===== src/rtl/slt_compare_arbiter.sv =====
// slt_compare_arbiter
//   Lets N_REQ requesters share one compare datapath (SLT, SLTU, signed MIN, signed MAX).
//   Requests are granted round-robin. The result goes into a single registered response
//   stage, so a result appears one cycle after its request is accepted.
//
// Ports
//   clk_i         clock; all state changes on the rising edge
//   rst_n_i       asynchronous active-low reset
//   req_valid_i   [N_REQ]        request i valid
//   req_ready_o   [N_REQ]        request i accepted this cycle (one-hot or zero)
//   req_x_i       [N_REQ*WIDTH]  operand X of requester i at [i*WIDTH +: WIDTH]
//   req_y_i       [N_REQ*WIDTH]  operand Y of requester i, packed the same way
//   req_op_i      [N_REQ*2]      op of requester i: 00 SLT, 01 SLTU, 10 MIN, 11 MAX
//   rsp_valid_o                  response register holds a result
//   rsp_ready_i                  consumer takes the response this cycle
//   rsp_id_o      [3]            requester that produced rsp_data_o
//   rsp_data_o    [WIDTH]        result
module slt_compare_arbiter #(
  parameter int N_REQ = 4,
  parameter int WIDTH = 32
) (
  input  logic                   clk_i,
  input  logic                   rst_n_i,
  input  logic [N_REQ-1:0]       req_valid_i,
  output logic [N_REQ-1:0]       req_ready_o,
  input  logic [N_REQ*WIDTH-1:0] req_x_i,
  input  logic [N_REQ*WIDTH-1:0] req_y_i,
  input  logic [N_REQ*2-1:0]     req_op_i,
  output logic                   rsp_valid_o,
  input  logic                   rsp_ready_i,
  output logic [2:0]             rsp_id_o,
  output logic [WIDTH-1:0]       rsp_data_o
);

  localparam logic [1:0] OP_SLT  = 2'b00;
  localparam logic [1:0] OP_SLTU = 2'b01;
  localparam logic [1:0] OP_MIN  = 2'b10;

  logic [2:0]       ptr_q, ptr_d;
  logic             rsp_valid_q, rsp_valid_d;
  logic [2:0]       rsp_id_q, rsp_id_d;
  logic [WIDTH-1:0] rsp_data_q, rsp_data_d;

  logic             gnt_found;
  logic [2:0]       gnt_idx;
  logic             can_accept;
  logic             xfer;
  logic [WIDTH-1:0] x_sel, y_sel;
  logic [1:0]       op_sel;
  logic [WIDTH:0]   diff;
  logic             lt_s, lt_u, lt;
  logic [WIDTH-1:0] result;

  // Round-robin search done as two passes: first from ptr up to N_REQ-1, then
  // the wrap-around part 0..ptr-1. Constant indices keep the selects static.
  always_comb begin
    gnt_found = 1'b0;
    gnt_idx   = '0;
    for (int i = 0; i < N_REQ; i++) begin
      if (!gnt_found && req_valid_i[i] && (3'(i) >= ptr_q)) begin
        gnt_found = 1'b1;
        gnt_idx   = 3'(i);
      end
    end
    for (int i = 0; i < N_REQ; i++) begin
      if (!gnt_found && req_valid_i[i] && (3'(i) < ptr_q)) begin
        gnt_found = 1'b1;
        gnt_idx   = 3'(i);
      end
    end
  end

  // Nothing is accepted while reset is held, even though the empty response
  // register would otherwise allow it.
  assign can_accept = rst_n_i && (!rsp_valid_q || rsp_ready_i);
  assign xfer       = can_accept && gnt_found;

  always_comb begin
    req_ready_o = '0;
    for (int i = 0; i < N_REQ; i++) begin
      if (xfer && (3'(i) == gnt_idx)) req_ready_o[i] = 1'b1;
    end
  end

  always_comb begin
    x_sel  = '0;
    y_sel  = '0;
    op_sel = OP_SLT;
    for (int i = 0; i < N_REQ; i++) begin
      if (3'(i) == gnt_idx) begin
        x_sel  = req_x_i[i*WIDTH +: WIDTH];
        y_sel  = req_y_i[i*WIDTH +: WIDTH];
        op_sel = req_op_i[i*2 +: 2];
      end
    end
  end

  // One subtractor serves both compares: the extra top bit is the unsigned
  // borrow, and with equal signs the difference sign is the signed result.
  assign diff = {1'b0, x_sel} - {1'b0, y_sel};
  assign lt_u = diff[WIDTH];
  assign lt_s = (x_sel[WIDTH-1] ^ y_sel[WIDTH-1]) ? x_sel[WIDTH-1] : diff[WIDTH-1];
  assign lt   = (op_sel == OP_SLTU) ? lt_u : lt_s;

  always_comb begin
    result = '0;
    case (op_sel)
      OP_SLT, OP_SLTU: result = {{(WIDTH-1){1'b0}}, lt};
      OP_MIN:          result = lt ? x_sel : y_sel;
      default:         result = lt ? y_sel : x_sel;
    endcase
  end

  always_comb begin
    ptr_d       = ptr_q;
    rsp_valid_d = rsp_valid_q;
    rsp_id_d    = rsp_id_q;
    rsp_data_d  = rsp_data_q;
    if (xfer) begin
      rsp_valid_d = 1'b1;
      rsp_id_d    = gnt_idx;
      rsp_data_d  = result;
      ptr_d       = (gnt_idx == 3'(N_REQ-1)) ? 3'd0 : gnt_idx + 3'd1;
    end else if (rsp_ready_i) begin
      rsp_valid_d = 1'b0;
    end
  end

  always_ff @(posedge clk_i or negedge rst_n_i) begin
    if (!rst_n_i) begin
      ptr_q       <= '0;
      rsp_valid_q <= 1'b0;
      rsp_id_q    <= '0;
      rsp_data_q  <= '0;
    end else begin
      ptr_q       <= ptr_d;
      rsp_valid_q <= rsp_valid_d;
      rsp_id_q    <= rsp_id_d;
      rsp_data_q  <= rsp_data_d;
    end
  end

  assign rsp_valid_o = rsp_valid_q;
  assign rsp_id_o    = rsp_id_q;
  assign rsp_data_o  = rsp_data_q;

endmodule


===== config.mk =====
export PLATFORM = sky130hd
export DESIGN_NAME = slt_compare_arbiter
export DESIGN_NICKNAME = d
export VERILOG_FILES = /design/src/rtl/slt_compare_arbiter.sv
export SDC_FILE = /design/constraint.sdc
export NUM_CORES = 1
export LEC_CHECK = 0
export CAP_MARGIN = 40
export CORE_ASPECT_RATIO = 0.6
export CORE_UTILIZATION = 41
export CTS_BUF_LIST = sky130_fd_sc_hd__clkbuf_8
export DETAILED_ROUTE_END_ITERATION = 6
export MAX_ROUTING_LAYER = met4
export PLACE_DENSITY = 0.95
export SLEW_MARGIN = 20
export SYNTH_ARGS = -nofsm -noshare
export SYNTH_HDL_FRONTEND = slang
export SYNTH_SLANG_ARGS = --single-unit

===== constraint.sdc =====
create_clock -name clk_i -period 15 [get_ports clk_i]
set_input_delay 3 -clock clk_i [delete_from_list [all_inputs] [get_ports clk_i]]
set_output_delay 3 -clock clk_i [all_outputs]
set_load 0.02 [all_outputs]

# [Word level (Yosys, flattened, before mapping)]
# Index checks and enable logic that the tools add are counted.
# W data, S select, Z words.
[classes] addsub=2 bitwise_logic=1 order_cmp=8 mux=39 n_eq_ne=6 reduce_logical=34
[ops] operator="$mux W32" count=10
[ops] operator="$pmux W32 S2" count=1
[ops] operator="$sub A32 B32 Y33" count=1
[ops] operator="$logic_and A1 B1 Y1" count=21
[ops] operator="$mux W3" count=7
[ops] operator="$mux W1" count=17
[ops] operator="$logic_not A1 Y1" count=8
[ops] operator="$mux W2" count=4
[ops] operator="$eq A2 B3 Y1 const A" count=2
[ops] operator="$ge A1 B3 Y1 const A" count=2
[ops] operator="$ge A2 B3 Y1 const A" count=2
[ops] operator="$lt A1 B3 Y1 const A" count=2
[ops] operator="$lt A2 B3 Y1 const A" count=2
[ops] operator="$add A3 B1 Y3 const B" count=1
[ops] operator="$eq A1 B3 Y1 const A" count=1
[ops] operator="$eq A3 B2 Y1 const B" count=1
[ops] operator="$logic_not A3 Y1" count=1
[ops] operator="$eq A2 B1 Y1 const B" count=1
[ops] operator="$eq A2 B2 Y1 const B" count=1
[ops] operator="$logic_not A2 Y1" count=1
[ops] operator="$reduce_bool A2 Y1" count=1
[ops] operator="$reduce_or A2 Y1" count=1
[ops] operator="$logic_or A1 B1 Y1" count=1
[ops] operator="$xor A1 B1 Y1" count=1
[word_totals] word_cells=94 register_bits=39 inputBits=271

# [Depth between registers and ports, before layout]
[logic_depth] depth_word=41 ltp_mapped=30 depth_no_buf=27

# [Least setup slack after synthesis]
# Ideal clock, no wire load.
[synth_path] kind="input -> output" startpoint="input port req_valid_i[0]" endpoint="output port req_ready_o[1]" n_path_buf=3 t_required_ps=12000 stages=10 t_arrival_ps=4798 setup_slack_ps=7202 cell_sequence="inv_1 nor2_1 a21oi_1 o22ai_1 a21oi_1 ha_1 buf_2 clkbuf_1 clkbuf_1 and2_1"
[synth_via] elab_chain_cells=33 elab_cells_between_ends=41 classes_between="eq/ne: 1; mux: 16; reduce/logical: 24"
[synth_rtl] item="start, declared" line="24" rtl="input logic [N_REQ-1:0] req_valid_i,"
[synth_rtl] item="$logic_and A1 B1 Y1" line="60" rtl="if (!gnt_found && req_valid_i[i] && (3'(i) >= ptr_q)) begin"
[synth_rtl] item="$mux W1" line="60"
[synth_rtl] item="$logic_not A1 Y1" line="60"
[synth_rtl] item="$logic_and A1 B1 Y1 (2 in a row)" line="60"
[synth_rtl] item="$mux W1" line="60"
[synth_rtl] item="$logic_not A1 Y1" line="60"
[synth_rtl] item="$logic_and A1 B1 Y1 (2 in a row)" line="60"
[synth_rtl] item="$mux W1" line="60"
[synth_rtl] item="[15 not listed]"
[synth_rtl] item="$mux W1" line="66" rtl="if (!gnt_found && req_valid_i[i] && (3'(i) < ptr_q)) begin"
[synth_rtl] item="$logic_not A1 Y1" line="66"
[synth_rtl] item="$logic_and A1 B1 Y1 (2 in a row)" line="66"
[synth_rtl] item="$mux W3 *" line="66"
[synth_rtl] item="named net gnt_idx[0]" line="45" rtl="logic [2:0] gnt_idx;"
[synth_rtl] item="$eq A1 B3 Y1 *" line="81" rtl="if (xfer && (3'(i) == gnt_idx)) req_ready_o[i] = 1'b1;"
[synth_rtl] item="$logic_and A1 B1 Y1 *" line="81"
[synth_rtl] item="$mux W1 *" line="81"
[synth_rtl] item="end, declared" line="25" rtl="output logic [N_REQ-1:0] req_ready_o,"
# The timed path passes the listed nets; every way through them passes the cells marked *.

# [Worst setup path in the final report]
[layout_path] startpoint="input port req_valid_i[1]" endpoint="register rsp_data_q[6], in the netlist rsp_data_o[6]"
[layout_via] elab_chain_cells=37 elab_cells_between_ends=62 classes_between="add/sub: 1; eq/ne: 5; mux: 31; bitwise: 1; reduce/logical: 24"
[layout_rtl] item="$logic_and A1 B1 Y1 (2 in a row)" line="60"
[layout_rtl] item="$mux W1" line="60"
[layout_rtl] item="$logic_not A1 Y1" line="60"
[layout_rtl] item="$logic_and A1 B1 Y1 (2 in a row)" line="60"
[layout_rtl] item="$mux W1" line="60"
[layout_rtl] item="$logic_not A1 Y1" line="60"
[layout_rtl] item="$logic_and A1 B1 Y1 (2 in a row)" line="60"
[layout_rtl] item="$mux W1" line="60"
[layout_rtl] item="[16 not listed]"
[layout_rtl] item="named net gnt_idx[0]" line="45"
[layout_rtl] item="$logic_not A3 Y1" line="90" rtl="if (3'(i) == gnt_idx) begin"
[layout_rtl] item="$mux W32 (4 in a row)" line="90"
[layout_rtl] item="$sub A32 B32 Y33 / $xor A1 B1 Y1 (equally long branches)" line="100, 102"
[layout_rtl] item="$mux W1" line="102" rtl="assign lt_s = (x_sel[WIDTH-1] ^ y_sel[WIDTH-1]) ? x_sel[WIDTH-1] : diff[WIDTH-1];"
[layout_rtl] item="$mux W1" line="103" rtl="assign lt = (op_sel == OP_SLTU) ? lt_u : lt_s;"
[layout_rtl] item="$mux W32, on equally long branches" line="110, 109"
[layout_rtl] item="$pmux W32 S2 *" line="107" rtl="case (op_sel)"
[layout_rtl] item="end signal, assigned" line="139" rtl="rsp_data_q <= rsp_data_d;"
[layout_rtl] item="end, declared" line="42" rtl="logic [WIDTH-1:0] rsp_data_q, rsp_data_d;"
# Marked as above.
# A chain may end at the register's enable or synchronous reset.

==> flow_metrics.tcl <==
set metrics [dict create \
    outcome "completed" \
    drive_gt1_share_pct 2.64 \
    placement_rows 30 \
    area.growth.synth_to_final_pct 65.7 \
    rr_worst_depth 25 \
    grt_start_max_net_pins 80 \
    cts_tree "done" \
    unrepaired_setup_endpoints_after_global_routing "no" \
    mean_syn_cell_area_um2 6.74 \
    clock_tree_root "sky130_fd_sc_hd__clkbuf_8" \
    drt_first_pass_iters 5 \
    drcViolationCount 0 \
    most-common-layout-cells "sky130_fd_sc_hd__clkdlybuf4s50_1, sky130_fd_sc_hd__a21oi_1, sky130_fd_sc_hd__nand2_1" \
    n_antenna_cell 0 \
    globalRoute.totalOverflow 0 \
    globalRouteTotalUtil_pct 34.2 \
    design.core.area_mm2 0.0115 \
    synth_area_leader_cell "sky130_fd_sc_hd__dfrtp_1" \
    worst_setup_hold_path_clk_slew_ps 70 \
    timing.final.crit_period_ps 9790 \
    viasPerCell 5.67 \
    post_cts.repair.setup_buffers 0 \
    grtUsageMet3_pct 8.12 \
    max_cap_violations 0 \
    critical_path_source_type "input port" \
    arrival_time_at_the_worst_endpoint_ps 9960 \
    initial_core_util_pct 42.7 \
    synth.net_count 1035 \
    finalClockSkew_ps 8.05 \
    postSynthCellCount 728 \
    p_leak_nw 3.10 \
    whs_path_depth 2 \
    floorplan.die.height_um 86.8 \
    numCtsBuffers 5 \
    post_synth_main_area_contributors "sky130_fd_sc_hd__dfrtp_1, sky130_fd_sc_hd__a21oi_1, sky130_fd_sc_hd__nand3b_1" \
    pwr_density_mw_per_mm2 165 \
    hold_buffers 0 \
    place.detailed.hpwl_mm 17.1 \
    ant_nets 0 \
    cts.path.max_buffers 2 \
    required_ps 15180 \
    global_route_wire_length_before_repair_mm 31.4 \
    fin_setup_tns_ps 0 \
    critical_path.most_common_cell "sky130_fd_sc_hd__a21oi_1" \
    top_usage_layer "met2" \
    power.ir.vdd_worst_mv 0.106 \
    crit_slowest_cell "sky130_fd_sc_hd__a2111oi_0" \
    first_global_vias 5857 \
    yosys_most_used_dff "sky130_fd_sc_hd__dfrtp_1" \
    number_of_buffer_cells_added_on_primary_ports 309 \
    drt-initial-drc-count 581 \
    layout.nets 1291 \
    cts-htree-levels 2 \
    timing.final.ws_setup_ps 5210 \
    cts.repair.resized 0 \
    die_w_um 143 \
    timing_max_transition_violations_final 0 \
    worst_hold_path_type "reg -> reg" \
    tritoncts_num_sinks 37 \
    place.gp.congestion 0.927 \
    place_ws_ps 5130 \
    globalRouteMet1Util_pct 47.9 \
    worst_slew_margin_rel_pct 51.1 \
    setup_viol 0 \
    synthesis.area_mm2 0.00491 \
    async_flop_share_pct 100 \
    timing.critical_path.to_type "flip-flop" \
    tightest_slew_ps 714 \
    dr_total_vias 6495 \
    timing.fmax_mhz 102 \
    number_of_warnings_issued_by_yosys 0 \
    path_type_of_the_worst_setup_path "in -> reg" \
    cp_max_fo 70 \
    antenna_found_initial 0 \
    die-area_mm2 0.0124 \
    routed_wl_mm 21.2 \
    global_route.usage.met2_pct 50.4 \
    timing.final.crit_share_pct 65.2 \
    mostFrequentLayoutCell "sky130_fd_sc_hd__clkdlybuf4s50_1" \
    layout.core_utilization_pct 70.8 \
    ys_ff_latch 37 \
    yosys.cell_types.count 43 \
    post_drt_wl_per_cell_um 18.5 \
    insertion_delay_ps 290 \
    synth_largest_type_area_fraction_pct 18.9 \
    synth_edf_count 0 \
    hold_viol 0 \
    synth_sequential_area_ratio_pct 18.9 \
    critical-path-max-stage-delay_ps 650 \
    num_io_pins 311 \
]
==> worst paths after layout <==
path	startpoint	endpoint	slack, ps
setup reg to reg	ptr_q[0]$_DFFE_PN0P_	rsp_data_o[6]$_DFFE_PN0P_	8050
hold reg to reg	rsp_id_o[1]$_DFFE_PN0P_	rsp_id_o[1]$_DFFE_PN0P_	490
setup / recovery	req_valid_i[1]	rsp_data_o[6]$_DFFE_PN0P_	5210
hold / removal	rsp_id_o[1]$_DFFE_PN0P_	rsp_id_o[1]$_DFFE_PN0P_	490
max in group asynchronous	rst_n_i	rsp_data_o[1]$_DFFE_PN0P_	11880
min in group asynchronous	rst_n_i	rsp_data_o[9]$_DFFE_PN0P_	2650
==> cell usage after synthesis (all sizes together) (2+ instances only) <==
cell and number:
and3 2, o22ai 4, a2111oi 2, nand2b 6
nor2 71, dfrtp 37, a211oi 4, a21oi 169
buf 25, nor3b 31, a21o 10, nor3 3
nand3b 62, inv 7, nand3 7, ha 35
nand2 112, a22oi 2, o21ai 43, clkbuf 43
nand4 3, o21a 4, and2 2, a221o 31
==> sequential cells by signal, summed over array words and instances, names as in the netlist <==
name / flops
rsp_id_o: 2
rsp_data_o: 32
rsp_valid_o: 1
ptr_q: 2
==> per-stage QoR <==
stage / hold slack, ps / std cells / area (um^2) / total power [mW]
floorplan: 494 / 728 / 4910 / 0.930
global placement: 465 / 1136 / 7990 / 1.19
detailed placement: 483 / 1137 / 8020 / 1.22
CTS: 500 / 1145 / 8140 / 1.32
global route: 528 / 1145 / 8140 / 1.46
finish: 495 / 1145 / 8140 / 1.34
==> kinds of logic (layout without fill, tap and decap cells) <==
kind of cell	after synthesis	after routing	share of synthesized area (%)
DFF	37	37	18.9
buffers and inverters	75	332	6.63
AOI/OAI and AO/OA	278	278	34.0
other	1	1	0.0764
and+or+nand+nor	301	301	31.1
adders and majority gates	36	36	9.33
==> power breakdown <==
part | leakage [nW] | switching [mW] | internal, mW
clock network | 0.0626 | 0.0360 | 0.0535
logic | 2.55 | 0.676 | 0.435
registers | 0.492 | 0.0168 | 0.123
total | 3.10 | 0.729 | 0.612
==> worst max-delay path: cells and delay by family <==
kind | cells | cell delay (ps)
AOI/OAI and AO/OA | 11 | 3120
buffers and inverters | 4 | 1620
adders and majority gates | 3 | 1270
and+or+nand+nor | 8 | 890
==> layer usage <==
layer / vias up / share of wire (%)
met5: - / 0
met4: 0 / 1.4
met3: 33 / 9.9
met2: 339 / 43
met1: 2974 / 46
li1: 3149 / -
==> layout make-up <==
cell class | count | area, um^2
fillers | 923 | 3350
clock inverters | 2 | 33.8
flip-flops and latches | 37 | 926
repair buffers | 317 | 3170
multi-input cells | 616 | 3700
inverters | 7 | 26.3
well taps | 160 | 200
clock buffers | 6 | 82.6
No activity file was read; power rests on OpenSTA's default activity.
